<file path="src/rtl/eth_rx_frame_decoder.sv">
// Receive-side Ethernet frame decoder: filters on destination MAC and EtherType,
// strips the header, captures the source MAC and packs payload into wide beats.
module eth_rx_frame_decoder #(
  parameter int unsigned BYTES_PER_BEAT = 4,
  parameter int unsigned HDR_BYTES      = 14,
  parameter logic [47:0] MAC_ADDR       = 48'h000A35000102,
  parameter bit          ACCEPT_BCAST   = 1'b1,
  parameter logic [15:0] ETHERTYPE      = 16'h88B5,
  parameter int unsigned MAX_PAYLOAD    = 1500,
  parameter int unsigned COUNT_WIDTH    = 32
) (
  input  logic                          axi_tclk,
  input  logic                          axi_treset,
  input  logic                          enable_rx_decode,
  input  logic [7:0]                    rx_axis_tdata,
  input  logic                          rx_axis_tvalid,
  input  logic                          rx_axis_tlast,
  output logic                          rx_axis_tready,
  output logic [8*BYTES_PER_BEAT-1:0]   tdata,
  output logic [BYTES_PER_BEAT-1:0]     tkeep,
  output logic                          tvalid,
  output logic                          tlast,
  input  logic                          tready,
  output logic [47:0]                   rx_src_mac,
  output logic                          frame_error,
  output logic [COUNT_WIDTH-1:0]        accept_cnt,
  output logic [COUNT_WIDTH-1:0]        drop_cnt
);

  localparam int unsigned DW     = 8 * BYTES_PER_BEAT;
  localparam int unsigned LANE_W = (BYTES_PER_BEAT > 1) ? $clog2(BYTES_PER_BEAT) : 1;
  localparam int unsigned HCW    = $clog2(HDR_BYTES + 1);
  localparam int unsigned PCW    = $clog2(MAX_PAYLOAD + 1);

  typedef enum logic [1:0] {HEADER, PAYLOAD, DROP} state_e;

  state_e                 state_q, state_d;
  logic [HCW-1:0]         hdr_cnt_q, hdr_cnt_d;
  logic [PCW-1:0]         pay_cnt_q, pay_cnt_d;
  logic [LANE_W-1:0]      lane_q, lane_d;
  logic [DW-1:0]          pack_q, pack_d;
  logic [BYTES_PER_BEAT-1:0] pkeep_q, pkeep_d;
  logic                   mac_ok_q, mac_ok_d, bc_ok_q, bc_ok_d, type_ok_q, type_ok_d;
  logic [47:0]            shadow_q, shadow_d;
  logic [47:0]            src_q, src_d;
  logic [DW-1:0]          tdata_q, tdata_d;
  logic [BYTES_PER_BEAT-1:0] tkeep_q, tkeep_d;
  logic                   tvalid_q, tvalid_d, tlast_q, tlast_d;
  logic                   ferr_q, ferr_d;
  logic [COUNT_WIDTH-1:0] acc_q, acc_d, drop_q, drop_d;

  logic                   rx_ready_c, xfer_c;
  logic [7:0]             exp_mac_byte_c;
  logic                   mac_ok_n_c, bc_ok_n_c, type_ok_n_c, hdr_match_c;
  logic [DW-1:0]          beat_data_c;
  logic [BYTES_PER_BEAT-1:0] beat_keep_c;
  logic                   over_c, emit_c;

  function automatic logic [COUNT_WIDTH-1:0] sat_inc(input logic [COUNT_WIDTH-1:0] v);
    return (&v) ? v : v + COUNT_WIDTH'(1);
  endfunction

  // Input ready: only payload bytes wait on the output register.
  always_comb begin
    rx_ready_c = 1'b1;
    if (state_q == PAYLOAD) rx_ready_c = !tvalid_q || tready;
    if (axi_treset) rx_ready_c = 1'b0;
  end
  assign xfer_c = rx_axis_tvalid && rx_ready_c;

  // Running header match flags including the byte currently on the bus.
  always_comb begin
    exp_mac_byte_c = '0;
    for (int i = 0; i < 6; i++) begin
      if (hdr_cnt_q == HCW'(i)) exp_mac_byte_c = MAC_ADDR[47-8*i -: 8];
    end
    mac_ok_n_c  = mac_ok_q;
    bc_ok_n_c   = bc_ok_q;
    type_ok_n_c = type_ok_q;
    if (hdr_cnt_q < HCW'(6)) begin
      mac_ok_n_c = (hdr_cnt_q == '0 || mac_ok_q) && (rx_axis_tdata == exp_mac_byte_c);
      bc_ok_n_c  = (hdr_cnt_q == '0 || bc_ok_q) && (rx_axis_tdata == 8'hFF);
    end
    if (hdr_cnt_q == HCW'(12)) type_ok_n_c = (rx_axis_tdata == ETHERTYPE[15:8]);
    if (hdr_cnt_q == HCW'(13)) type_ok_n_c = type_ok_q && (rx_axis_tdata == ETHERTYPE[7:0]);
    hdr_match_c = (mac_ok_n_c || (ACCEPT_BCAST && bc_ok_n_c)) && type_ok_n_c;
  end

  // Pack register merged with the current byte at its lane.
  always_comb begin
    beat_data_c = pack_q;
    beat_keep_c = pkeep_q;
    for (int i = 0; i < BYTES_PER_BEAT; i++) begin
      if (lane_q == LANE_W'(i)) begin
        beat_data_c[8*i +: 8] = rx_axis_tdata;
        beat_keep_c[i]        = 1'b1;
      end
    end
    over_c = !rx_axis_tlast && (pay_cnt_q == PCW'(MAX_PAYLOAD - 1));
    emit_c = (lane_q == LANE_W'(BYTES_PER_BEAT - 1)) || rx_axis_tlast || over_c;
  end

  always_comb begin
    state_d   = state_q;
    hdr_cnt_d = hdr_cnt_q;
    pay_cnt_d = pay_cnt_q;
    lane_d    = lane_q;
    pack_d    = pack_q;
    pkeep_d   = pkeep_q;
    mac_ok_d  = mac_ok_q;
    bc_ok_d   = bc_ok_q;
    type_ok_d = type_ok_q;
    shadow_d  = shadow_q;
    src_d     = src_q;
    tdata_d   = tdata_q;
    tkeep_d   = tkeep_q;
    tvalid_d  = tvalid_q;
    tlast_d   = tlast_q;
    ferr_d    = 1'b0;
    acc_d     = acc_q;
    drop_d    = drop_q;

    if (tvalid_q && tready) tvalid_d = 1'b0;

    unique case (state_q)
      HEADER: begin
        if (xfer_c) begin
          mac_ok_d  = mac_ok_n_c;
          bc_ok_d   = bc_ok_n_c;
          type_ok_d = type_ok_n_c;
          if (hdr_cnt_q >= HCW'(6) && hdr_cnt_q < HCW'(12))
            shadow_d = {shadow_q[39:0], rx_axis_tdata};
          if (hdr_cnt_q == '0 && !enable_rx_decode) begin
            drop_d    = sat_inc(drop_q);
            hdr_cnt_d = '0;
            if (!rx_axis_tlast) state_d = DROP;
          end else if (hdr_cnt_q == HCW'(HDR_BYTES - 1)) begin
            hdr_cnt_d = '0;
            if (hdr_match_c && !rx_axis_tlast) begin
              state_d = PAYLOAD;
              src_d   = shadow_q;
            end else begin
              drop_d = sat_inc(drop_q);
              if (!rx_axis_tlast) state_d = DROP;
            end
          end else if (rx_axis_tlast) begin
            ferr_d    = 1'b1;
            drop_d    = sat_inc(drop_q);
            hdr_cnt_d = '0;
          end else begin
            hdr_cnt_d = hdr_cnt_q + HCW'(1);
          end
        end
      end
      PAYLOAD: begin
        if (xfer_c) begin
          pay_cnt_d = pay_cnt_q + PCW'(1);
          if (emit_c) begin
            tdata_d  = beat_data_c;
            tkeep_d  = beat_keep_c;
            tvalid_d = 1'b1;
            tlast_d  = rx_axis_tlast || over_c;
            pack_d   = '0;
            pkeep_d  = '0;
            lane_d   = '0;
          end else begin
            pack_d  = beat_data_c;
            pkeep_d = beat_keep_c;
            lane_d  = lane_q + LANE_W'(1);
          end
          if (rx_axis_tlast) begin
            acc_d     = sat_inc(acc_q);
            pay_cnt_d = '0;
            state_d   = HEADER;
          end else if (over_c) begin
            // Truncate at the limit; the tail is swallowed in DROP.
            ferr_d    = 1'b1;
            acc_d     = sat_inc(acc_q);
            pay_cnt_d = '0;
            state_d   = DROP;
          end
        end
      end
      DROP: begin
        if (xfer_c && rx_axis_tlast) state_d = HEADER;
      end
      default: state_d = HEADER;
    endcase
  end

  always_ff @(posedge axi_tclk or posedge axi_treset) begin
    if (axi_treset) begin
      state_q   <= HEADER;
      hdr_cnt_q <= '0;
      pay_cnt_q <= '0;
      lane_q    <= '0;
      pack_q    <= '0;
      pkeep_q   <= '0;
      mac_ok_q  <= 1'b0;
      bc_ok_q   <= 1'b0;
      type_ok_q <= 1'b0;
      shadow_q  <= '0;
      src_q     <= '0;
      tdata_q   <= '0;
      tkeep_q   <= '0;
      tvalid_q  <= 1'b0;
      tlast_q   <= 1'b0;
      ferr_q    <= 1'b0;
      acc_q     <= '0;
      drop_q    <= '0;
    end else begin
      state_q   <= state_d;
      hdr_cnt_q <= hdr_cnt_d;
      pay_cnt_q <= pay_cnt_d;
      lane_q    <= lane_d;
      pack_q    <= pack_d;
      pkeep_q   <= pkeep_d;
      mac_ok_q  <= mac_ok_d;
      bc_ok_q   <= bc_ok_d;
      type_ok_q <= type_ok_d;
      shadow_q  <= shadow_d;
      src_q     <= src_d;
      tdata_q   <= tdata_d;
      tkeep_q   <= tkeep_d;
      tvalid_q  <= tvalid_d;
      tlast_q   <= tlast_d;
      ferr_q    <= ferr_d;
      acc_q     <= acc_d;
      drop_q    <= drop_d;
    end
  end

  assign rx_axis_tready = rx_ready_c;
  assign tdata          = tdata_q;
  assign tkeep          = tkeep_q;
  assign tvalid         = tvalid_q;
  assign tlast          = tlast_q;
  assign rx_src_mac     = src_q;
  assign frame_error    = ferr_q;
  assign accept_cnt     = acc_q;
  assign drop_cnt       = drop_q;

endmodule

</file>
<file path="config.mk">
export PLATFORM = sky130hd
export DESIGN_NAME = eth_rx_frame_decoder
export DESIGN_NICKNAME = d
export VERILOG_FILES = /design/src/rtl/eth_rx_frame_decoder.sv
export SDC_FILE = /design/constraint.sdc
export NUM_CORES = 1
export LEC_CHECK = 0
export CORE_MARGIN = 1.5
export CORE_UTILIZATION = 50
export DETAILED_ROUTE_END_ITERATION = 16
export PLACE_DENSITY_LB_ADDON = 0.1
export SYNTH_ARGS = -nofsm -noshare
export SYNTH_HDL_FRONTEND = slang
export SYNTH_SLANG_ARGS = --single-unit
</file>
<file path="constraint.sdc">
create_clock -name axi_tclk -period 14.9 [get_ports axi_tclk]
set_input_delay 2.98 -clock axi_tclk [delete_from_list [all_inputs] [get_ports axi_tclk]]
set_output_delay 2.98 -clock axi_tclk [all_outputs]
set_load 0.02 [all_outputs]
</file>
==> results of run 1 <==
==> per-layer routing <==
| layer | vias to the layer above | global-route usage [%] |
|---|---|---|
| met3 | 32 | 3.629 |
| met2 | 149 | 32.99 |
| met5 | - | 0 |
| met4 | 2 | 4.716 |
| met1 | 3827 | 30.11 |
| li1 | 3688 | - |
==> flip-flops by register name, summed over array words and instances (netlist names) <==
register	cells
accept_cnt	32
bc_ok_q	1
drop_cnt	32
frame_error	1
hdr_cnt_q	4
lane_q	2
mac_ok_q	1
pack_q	32
pay_cnt_q	11
pkeep_q	4
rx_src_mac	48
shadow_q	48
state_q	2
tdata	32
tkeep	4
tlast	1
tvalid	1
type_ok_q	1
==> worst max-delay path, delay by kind of cell <==
family                 cells  cell delay [ps]
and+or+nand+nor            1               40
AOI/OAI and AO/OA          1              170
buffers and inverters      3             1260
==> final timing paths <==
| kind | start | end | slack, ps |
|---|---|---|---|
| worst max-delay path | tready | rx_axis_tready | 7470 |
| worst min-delay path | tdata[14] | tdata[14] | 480 |
| worst max register to register | hdr_cnt_q[1] | rx_src_mac[18] | 11450 |
| worst min register to register | tdata[14] | tdata[14] | 480 |
| max in group asynchronous | axi_treset | shadow_q[3] | 10370 |
| min in group asynchronous | axi_treset | drop_cnt[6] | 3060 |
==> cells in the mapped netlist (24+ instances only) <==
master | instances | area (um2)
sky130_fd_sc_hd__dfrtp_1 | 257 | 6431
sky130_fd_sc_hd__mux2_2 | 78 | 878.3
sky130_fd_sc_hd__nand2_1 | 73 | 274.0
sky130_fd_sc_hd__xor2_1 | 59 | 516.8
sky130_fd_sc_hd__o21ai_0 | 49 | 245.2
sky130_fd_sc_hd__nand3_1 | 40 | 200.2
sky130_fd_sc_hd__clkbuf_1 | 37 | 138.9
sky130_fd_sc_hd__nor3_1 | 34 | 170.2
sky130_fd_sc_hd__mux2i_1 | 33 | 330.3
sky130_fd_sc_hd__nor2_1 | 31 | 116.4
sky130_fd_sc_hd__nand4_1 | 26 | 162.7
sky130_fd_sc_hd__a22o_1 | 24 | 210.2
==> placed cells by master, fill, tap and decap left out, drive strengths merged, types with 15 or more instances in the layout <==
cell,n
nand2,73
nor2,31
nor3,34
clkbuf,34
mux2,98
nand4,26
nand3,40
dfrtp,257
o21ai,53
and3,15
xor2,59
mux2i,33
and2,18
a22o,24
clkdlybuf4s50,165
==> power by group through the flow <==
stage          combinational, uW  sequential, uW  clock (uW)
2_1_floorplan               75.4             756           0
3_3_place_gp                 122             753           0
3_5_place_dp                 124             754           0
4_1_cts                      124             741         735
5_1_grt                      137             745         761
6_report                     122             742         719
==> cell type report <==
class | instances | area (um2) | area share (%)
clock buffers | 34 | 752.0 | 5.311
inverters | 10 | 45.04 | 0.3181
multi-input cells | 627 | 4668 | 32.97
clock inverters | 16 | 216.5 | 1.529
well taps | 280 | 350.3 | 2.474
flip-flops and latches | 257 | 6431 | 45.42
repair buffers | 171 | 1697 | 11.98
==> logic make-up after synthesis <==
kind of cell | count (synthesis) | share of synthesized area [%]
AO/OA/AOI/OAI | 110 | 6.346
XOR/XNOR | 72 | 5.572
adder cells (fa/ha/maj) | 11 | 1.216
buffers and inverters | 61 | 2.333
flip-flops | 257 | 56.83
multiplexers | 131 | 13.33
AND/OR/NAND/NOR | 303 | 14.37
==> through the flow <==
step           instance area [um2]  utilization [%]
2_1_floorplan                11320                -
3_3_place_gp                 13190            59.89
3_5_place_dp                 13190            59.89
4_1_cts                      14160            64.29
5_1_grt                      14160            64.29
6_report                     14160            64.29
==> impl_metrics.json, run 1 <==
{
  "status": "completed",
  "avg_wl_per_cell_um": 17.21,
  "setup_viol_count_final": 0,
  "viasPerCell": 5.518,
  "dr_wl_met3_um": 1110,
  "placement.setup.worst_slack_ps": 7496,
  "crit_path_start_kind": "input port",
  "grt_start_max_net_pins": 106,
  "post_synth_num_cell_types": 56,
  "cellLeakagePower_uw": 0.006632,
  "cts_repair_resize_count": 0,
  "gr-total-overflow": 0,
  "ys_seq_area_share_pct": 56.83,
  "dr_total_vias": 7698,
  "start_util_pct": 51.38,
  "finalWorstPathRequiredPeriod_ps": 7425,
  "worst_setup_hold_path_clk_slew_ps": 60,
  "remaining_max_slew_budget_at_the_tightest_pin_pct": 17.21,
  "swShare_pct": 23.44,
  "min_delay_path_depth": 2,
  "dp_hpwl_um": 15370,
  "die_area_um2": 23550,
  "route.antenna.remaining_nets": 0,
  "synth.yosys.warnings": 0,
  "globalRouteTotalUtil_pct": 20.82,
  "cts_max_level": 1,
  "clock_tree.buffer_depth": 3,
  "async_flop_share_pct": 100.0,
  "cts-buffers-inserted": 27,
  "min-delay-path-class": "register to register",
  "flow.area_growth_from_synthesis_pct": 25.12,
  "drive_above_1_share_pct": 15.07,
  "route.final.wire_length_um": 24010,
  "holdWs_ps": 475.6,
  "layout.cells.non_filler": 1395,
  "fillers": 1800,
  "post-route-drc-count": 0,
  "syn-instance-count": 945,
  "cts_hold_buffers": 0,
  "gp_congestion": 0.7690,
  "ys_seq_elements": 257,
  "fin_worst_setup_slack_ps": 7475,
  "num-nets-final": 1119,
  "routedLengthMet1_um": 11450,
  "drt_pre_antenna_iters": 6,
  "power.clock.fraction_pct": 45.4,
  "timing_hold_violations_final": 0,
  "number_of_antenna_cells_inserted": 0,
  "critical_path.max_fanout": 8,
  "timing.setup.tns_ps": 0,
  "worstSetupEndpointType": "output pin",
  "core_region_area_um2": 22030,
  "cts_tree": "done",
  "die_height_um": 153.4,
  "clk_latency_ps": 530,
  "combinational_power_share_pct": 7.7,
  "fp-row-count": 54,
  "timing.critical_path.slowest_cell_delay_ps": 630,
  "post_synth_instance_area_um2": 11320,
  "timing_max_transition_violations_final": 0,
  "finalCritPeriodShare_pct": 49.83,
  "max-vdd-ir-drop_mv": 0.1133,
  "synth_edf_count": 0,
  "switchingPower_uw": 371.0,
  "worst_clock_skew_ps": 12.05,
  "antenna_violations_before_repair": 1,
  "tightestPinTransition_ps": 1228,
  "rsz0062_at_grt": "false",
  "first_global_vias": 7588,
  "first_pass_grt_wire_length_um": 40160,
  "crit_required_ps": 11920,
  "crit_path_top_delay_cell": "sky130_fd_sc_hd__clkdlybuf4s50_1",
  "die-width_um": 153.4,
  "cts-root-buf": "sky130_fd_sc_hd__clkbuf_16",
  "p_int_uw": 1212,
  "syn_nets": 970,
  "clock.fmax_mhz": 134.7,
  "top_layer_used": "met5",
  "crit_chain": "clkdlybuf4s50_1 -> nor2b_1 -> buf_4 -> a21oi_1 -> clkdlybuf4s50_1",
  "syn_area_per_cell_um2": 11.98,
  "portBuffers": 165,
  "critical_path_arrival_ps": 4450,
  "drt_iter0_markers": 395,
  "seqPwrFrac_pct": 46.8,
  "i_o_pin_cnt": 166,
  "numClockSinks": 257,
  "p_total_uw": 1583,
  "power.density_nw_per_um2": 111.8,
  "cts_post_setup_buffers_inserted": 0,
  "synth_top_flop_cell": "sky130_fd_sc_hd__dfrtp_1",
  "crit_type": "input port to output pin",
  "worst_path_most_repeated_cell": "sky130_fd_sc_hd__clkdlybuf4s50_1",
  "met2WireLength_um": 11070,
  "r2r.worst_path.cells": 7,
  "placed_cells": 1345,
  "maxCapViolations": 0
}
No activity file was read; power rests on OpenSTA's default activity.
==> run 2, diff against run 1 <==
CORE_UTILIZATION = 49   (was 50)
clock period = 6 ns   (was 14.9 ns; I/O delays follow)
==> run 2 against run 1 <==
Die area up 2.0%. Largest power group unchanged. Critical endpoint unchanged. Worst hold slack got worse by 3.7 ps. Clock-buffer cell count up 9.
==> impl_metrics.json, run 2 (synthesis gave the netlist of run 1 again) <==
{
  "clock.fmax_mhz": 242.8,
  "number_of_antenna_cells_inserted": 0,
  "worst_setup_hold_path_clk_slew_ps": 60,
  "gr-usage-met3_pct": 3.092,
  "cellLeakagePower_uw": 0.006608,
  "holdWs_ps": 471.9,
  "crit_path_top_delay_cell": "sky130_fd_sc_hd__clkdlybuf4s50_1",
  "timing.setup.tns_ps": 0,
  "min-delay-path-class": "register to register",
  "drt_iter0_markers": 308,
  "rsz0062_at_grt": "false",
  "cts-root-buf": "sky130_fd_sc_hd__clkbuf_16",
  "portBuffers": 165,
  "die_height_um": 155.0,
  "setup_viol_count_final": 0,
  "num-nets-final": 1120,
  "finalWorstPathRequiredPeriod_ps": 4118,
  "globalRouteTotalUtil_pct": 20.43,
  "timing_max_transition_violations_final": 0,
  "status": "completed",
  "gr-max-usage-layer": "met2",
  "i_o_pin_cnt": 166,
  "route.final.wire_length_um": 24050,
  "worst_path_most_repeated_cell": "sky130_fd_sc_hd__clkdlybuf4s50_1",
  "route.antenna.remaining_nets": 0,
  "drive_above_1_share_pct": 14.70,
  "clock_tree.buffer_depth": 3,
  "tightestPinTransition_ps": 1160,
  "gr-usage-met1_pct": 29.86,
  "finalCritPeriodShare_pct": 68.63,
  "numClockSinks": 257,
  "worstSetupEndpointType": "output pin",
  "start_util_pct": 49.99,
  "maxCapViolations": 0,
  "worst_clock_skew_ps": 14.01,
  "cts_hold_buffers": 0,
  "grt_start_max_net_pins": 195,
  "cts-buffers-inserted": 27,
  "core_region_area_um2": 22640,
  "dp_hpwl_um": 15510,
  "timing.critical_path.slowest_cell_delay_ps": 590,
  "gp_congestion": 0.7795,
  "crit_required_ps": 4800,
  "fp-row-count": 55,
  "final_core_area_utilization_pct": 62.45,
  "cts_post_setup_buffers_inserted": 0,
  "avg_wl_per_cell_um": 17.17,
  "clk_latency_ps": 540,
  "cts_max_level": 1,
  "crit_chain": "clkdlybuf4s50_1 -> nor2b_1 -> a21oi_1 -> clkdlybuf4s50_1",
  "fin_area_um2": 14140,
  "max-vdd-ir-drop_mv": 0.2260,
  "crit_path_start_kind": "input port",
  "global_route.usage.met2_pct": 32.31,
  "placedInstanceArea_um2": 13210,
  "crit_type": "input port to output pin",
  "remaining_max_slew_budget_at_the_tightest_pin_pct": 21.79,
  "flow.area_growth_from_synthesis_pct": 24.94,
  "first_global_vias": 7593,
  "critical_path_arrival_ps": 2920,
  "first_pass_grt_wire_length_um": 40300,
  "critical_path.max_fanout": 8,
  "dr_total_vias": 7689,
  "post-route-drc-count": 0,
  "die_area_um2": 24020,
  "cts_repair_resize_count": 0,
  "drt_pre_antenna_iters": 5,
  "power.density_nw_per_um2": 272.8,
  "crit_buf_inv": 2,
  "gr-total-overflow": 0,
  "fillers": 1873,
  "die-width_um": 155.0,
  "cp_top_family": "buffers and inverters",
  "layout_commonest_cell": "sky130_fd_sc_hd__dfrtp_1",
  "final_cell_mix": "sky130_fd_sc_hd__dfrtp_1, sky130_fd_sc_hd__clkdlybuf4s50_1, sky130_fd_sc_hd__mux2_2",
  "viasPerCell": 5.488,
  "timing_hold_violations_final": 0,
  "cts_tree": "done",
  "antenna_violations_before_repair": 0
}
==> run 2: cell count changes in the layout (fill, tap and decap cells not counted), sizes merged <==
cell / before / now
inv: 11 / 10
bufinv: 5 / 2
clkbuf: 34 / 43
clkinvlp: 0 / 1
clkinv: 10 / 4
buf: 6 / 7
==> run 2: worst paths after layout <==
kind,endpoint,startpoint,slack [ps],cells after the start
max in group asynchronous,rx_src_mac[40],axi_treset,3780,3
min in group asynchronous,pay_cnt_q[7],axi_treset,1410,3
min reg2reg,tdata[12],tdata[12],470,2
max,rx_axis_tready,tready,1880,4
max reg2reg,rx_src_mac[2],hdr_cnt_q[1],2620,7
min,tdata[12],tdata[12],470,2
==> run 2: metrics by stage <==
stage	setup WS, ps	instances	total power [uW]
final	1882	1401	3857
after global routing	1794	1401	4015
after CTS	1875	1401	3908
after detailed placement	1506	1351	2181
after global placement	1546	1351	2177
after floorplan	1414	945	2065
==> run 2: worst register-to-register path, stage by stage, from the launching register on <==
cell	delay (ps)
sky130_fd_sc_hd__dfrtp_1	500
sky130_fd_sc_hd__inv_1	130
sky130_fd_sc_hd__ha_1	290
sky130_fd_sc_hd__or3_1	330
sky130_fd_sc_hd__or4_1	550
sky130_fd_sc_hd__and3_1	210
sky130_fd_sc_hd__or4b_4	840
sky130_fd_sc_hd__mux2_4	440
==> run 2: routing by layer <==
metal | routed length (um) | share of wire [%]
met5 | 0 | 0
met4 | 477 | 2.0
met3 | 948 | 3.9
met2 | 10990 | 46
met1 | 11640 | 48
==> run 2: report_power, final <==
group / switching, uW / internal, uW
Combinational: 178 / 129
Clock: 679 / 1030
Sequential: 59.9 / 1780
==> run 2: layout make-up <==
type                    instances  area [um2]  share of cell area, %
clock buffers                  43       825.8                  5.840
clock inverters                 7       100.1                 0.7079
inverters                      10       41.29                 0.2920
multi-input cells             627        4668                  33.01
flip-flops and latches        257        6431                  45.48
well taps                     285       356.6                  2.522
repair buffers                172        1717                  12.14
==> run 3, diff against run 2 <==
clock period = 3.7 ns   (was 6 ns; I/O delays follow)
==> run 3 against run 2 <==
Clock power rose by 60%. Global-route usage fell by 0.086 points. Core utilization rose by 1.2 points. First-iteration DRC count rose by 21%. Register-to-register slack got worse by 2100 ps. Largest power group unchanged.
==> impl_metrics.json, run 3 (synthesis gave the netlist of run 1 again) <==
{
  "clk_latency_ps": 520,
  "cts_tree": "done",
  "i_o_pin_cnt": 166,
  "crit_path_start_kind": "register",
  "route.antenna.remaining_nets": 0,
  "cts-root-buf": "sky130_fd_sc_hd__clkbuf_16",
  "placement.setup.worst_slack_ps": 90.94,
  "die_area_um2": 24020,
  "remaining_max_slew_budget_at_the_tightest_pin_pct": 28.82,
  "dr_total_vias": 7703,
  "setup_viol_count_final": 0,
  "worstSetupEndpointType": "register",
  "crit_chain": "inv_1 -> ha_1 -> or3_1 -> or4_1 -> and3_1 -> or4b_4 -> buf_12 -> mux2_4",
  "crit_path_top_delay_cell": "sky130_fd_sc_hd__or4_1",
  "cts_post_setup_buffers_inserted": 0,
  "avg_wl_per_cell_um": 16.88,
  "maxCapViolations": 0,
  "portBuffers": 165,
  "status": "completed",
  "core_region_area_um2": 22640,
  "placedInstanceArea_um2": 13480,
  "flow.area_growth_from_synthesis_pct": 27.30,
  "p_int_uw": 4786,
  "critical_path.max_fanout": 48,
  "drt_pre_antenna_iters": 5,
  "cts_repair_resize_count": 0,
  "switchingPower_uw": 1450,
  "seqPwrFrac_pct": 47.9,
  "combinational_power_share_pct": 8.2,
  "critical_path_arrival_ps": 3620,
  "rsz0062_at_grt": "false",
  "power.density_nw_per_um2": 432.9,
  "first_pass_grt_wire_length_um": 39820,
  "die_height_um": 155.0,
  "gp_congestion": 0.7671,
  "power.clock.fraction_pct": 43.9,
  "layout.cells.non_filler": 1424,
  "min-delay-path-class": "register to register",
  "gr-total-overflow": 0,
  "post-route-drc-count": 0,
  "numClockSinks": 257,
  "timing_max_transition_violations_final": 0,
  "worst_setup_hold_path_clk_slew_ps": 60,
  "viasPerCell": 5.409,
  "drive_above_1_share_pct": 16.42,
  "clock_tree.buffer_depth": 3,
  "timing.setup.tns_ps": 0,
  "dp_hpwl_um": 16060,
  "num-nets-final": 1146,
  "cts_hold_buffers": 0,
  "cp_top_family": "simple AND/OR/NAND/NOR gates",
  "antenna_violations_before_repair": 0,
  "cellLeakagePower_uw": 0.006757,
  "crit_required_ps": 4100,
  "clock.fmax_mhz": 310.6,
  "die-width_um": 155.0,
  "fillers": 1828,
  "globalRouteTotalUtil_pct": 20.34,
  "grt_start_max_net_pins": 72,
  "drt_iter0_markers": 373,
  "holdWs_ps": 473.9,
  "worst_clock_skew_ps": 11.05,
  "max-vdd-ir-drop_mv": 0.2748,
  "fin_area_um2": 14410,
  "finalWorstPathRequiredPeriod_ps": 3220,
  "final_cell_mix": "sky130_fd_sc_hd__dfrtp_1, sky130_fd_sc_hd__clkdlybuf4s50_1, sky130_fd_sc_hd__mux2_2",
  "crit_buf_inv": 2,
  "finalCritPeriodShare_pct": 87.02,
  "timing_hold_violations_final": 0,
  "tightestPinTransition_ps": 1068,
  "layout_commonest_cell": "sky130_fd_sc_hd__dfrtp_1",
  "placed_cells": 1375,
  "route.final.wire_length_um": 24040,
  "cts-buffers-inserted": 29,
  "number_of_antenna_cells_inserted": 0,
  "fin_worst_setup_slack_ps": 480.3,
  "crit_type": "register to register",
  "timing.critical_path.slowest_cell_delay_ps": 560,
  "cts_max_level": 1,
  "first_global_vias": 7538,
  "start_util_pct": 49.99,
  "swShare_pct": 23.25,
  "fp-row-count": 55
}
[run 3: worst min-delay path: stages (launching register included)]
cell and delay, ps:
sky130_fd_sc_hd__dfrtp_1 330, sky130_fd_sc_hd__nand2_1 50, sky130_fd_sc_hd__o21ai_0 60
[run 3: worst paths after layout]
path                                   to         start  slack [ps]  cells after the start
max                        rx_src_mac[13]  hdr_cnt_q[1]         480                      8
min                             tdata[10]     tdata[10]         470                      2
max reg2reg                rx_src_mac[13]  hdr_cnt_q[1]         480                      8
min reg2reg                     tdata[10]     tdata[10]         470                      2
max in group asynchronous       tdata[14]    axi_treset        2080                      3
min in group asynchronous     drop_cnt[4]    axi_treset         810                      2
[run 3: metal layers]
metal / global-route usage [%] / part of all wire [%]
met5: 0 / 0
met2: 32.31 / 47
met1: 29.50 / 47
met4: 5.403 / 1.9
met3: 2.813 / 3.6
[run 3: power groups by stage]
stage	combinational, uW	clock (uW)	sequential [uW]
2_1_floorplan	304	0	3040
3_3_place_gp	514	0	3030
3_5_place_dp	519	0	3030
4_1_cts	521	2810	2980
5_1_grt	574	2930	3000
6_report	514	2740	2980
[run 3: through the flow]
step           total power (uW)  util [%]
2_1_floorplan              3348         -
3_3_place_gp               3545     59.55
3_5_place_dp               3553     59.55
4_1_cts                    6319     63.63
5_1_grt                    6503     63.63
6_report                   6237     63.63
[run 3: area by class of cell]
class                      count  area, um2  area share [%]
multi-input combinational    627       4668           32.40
tap                          285      356.6           2.475
inverter                      10      41.29          0.2866
sequential                   257       6431           44.64
timing repair buffer         196       1984           13.77
clock buffer                  45      875.8           6.080
clock inverter                 4      48.80          0.3387
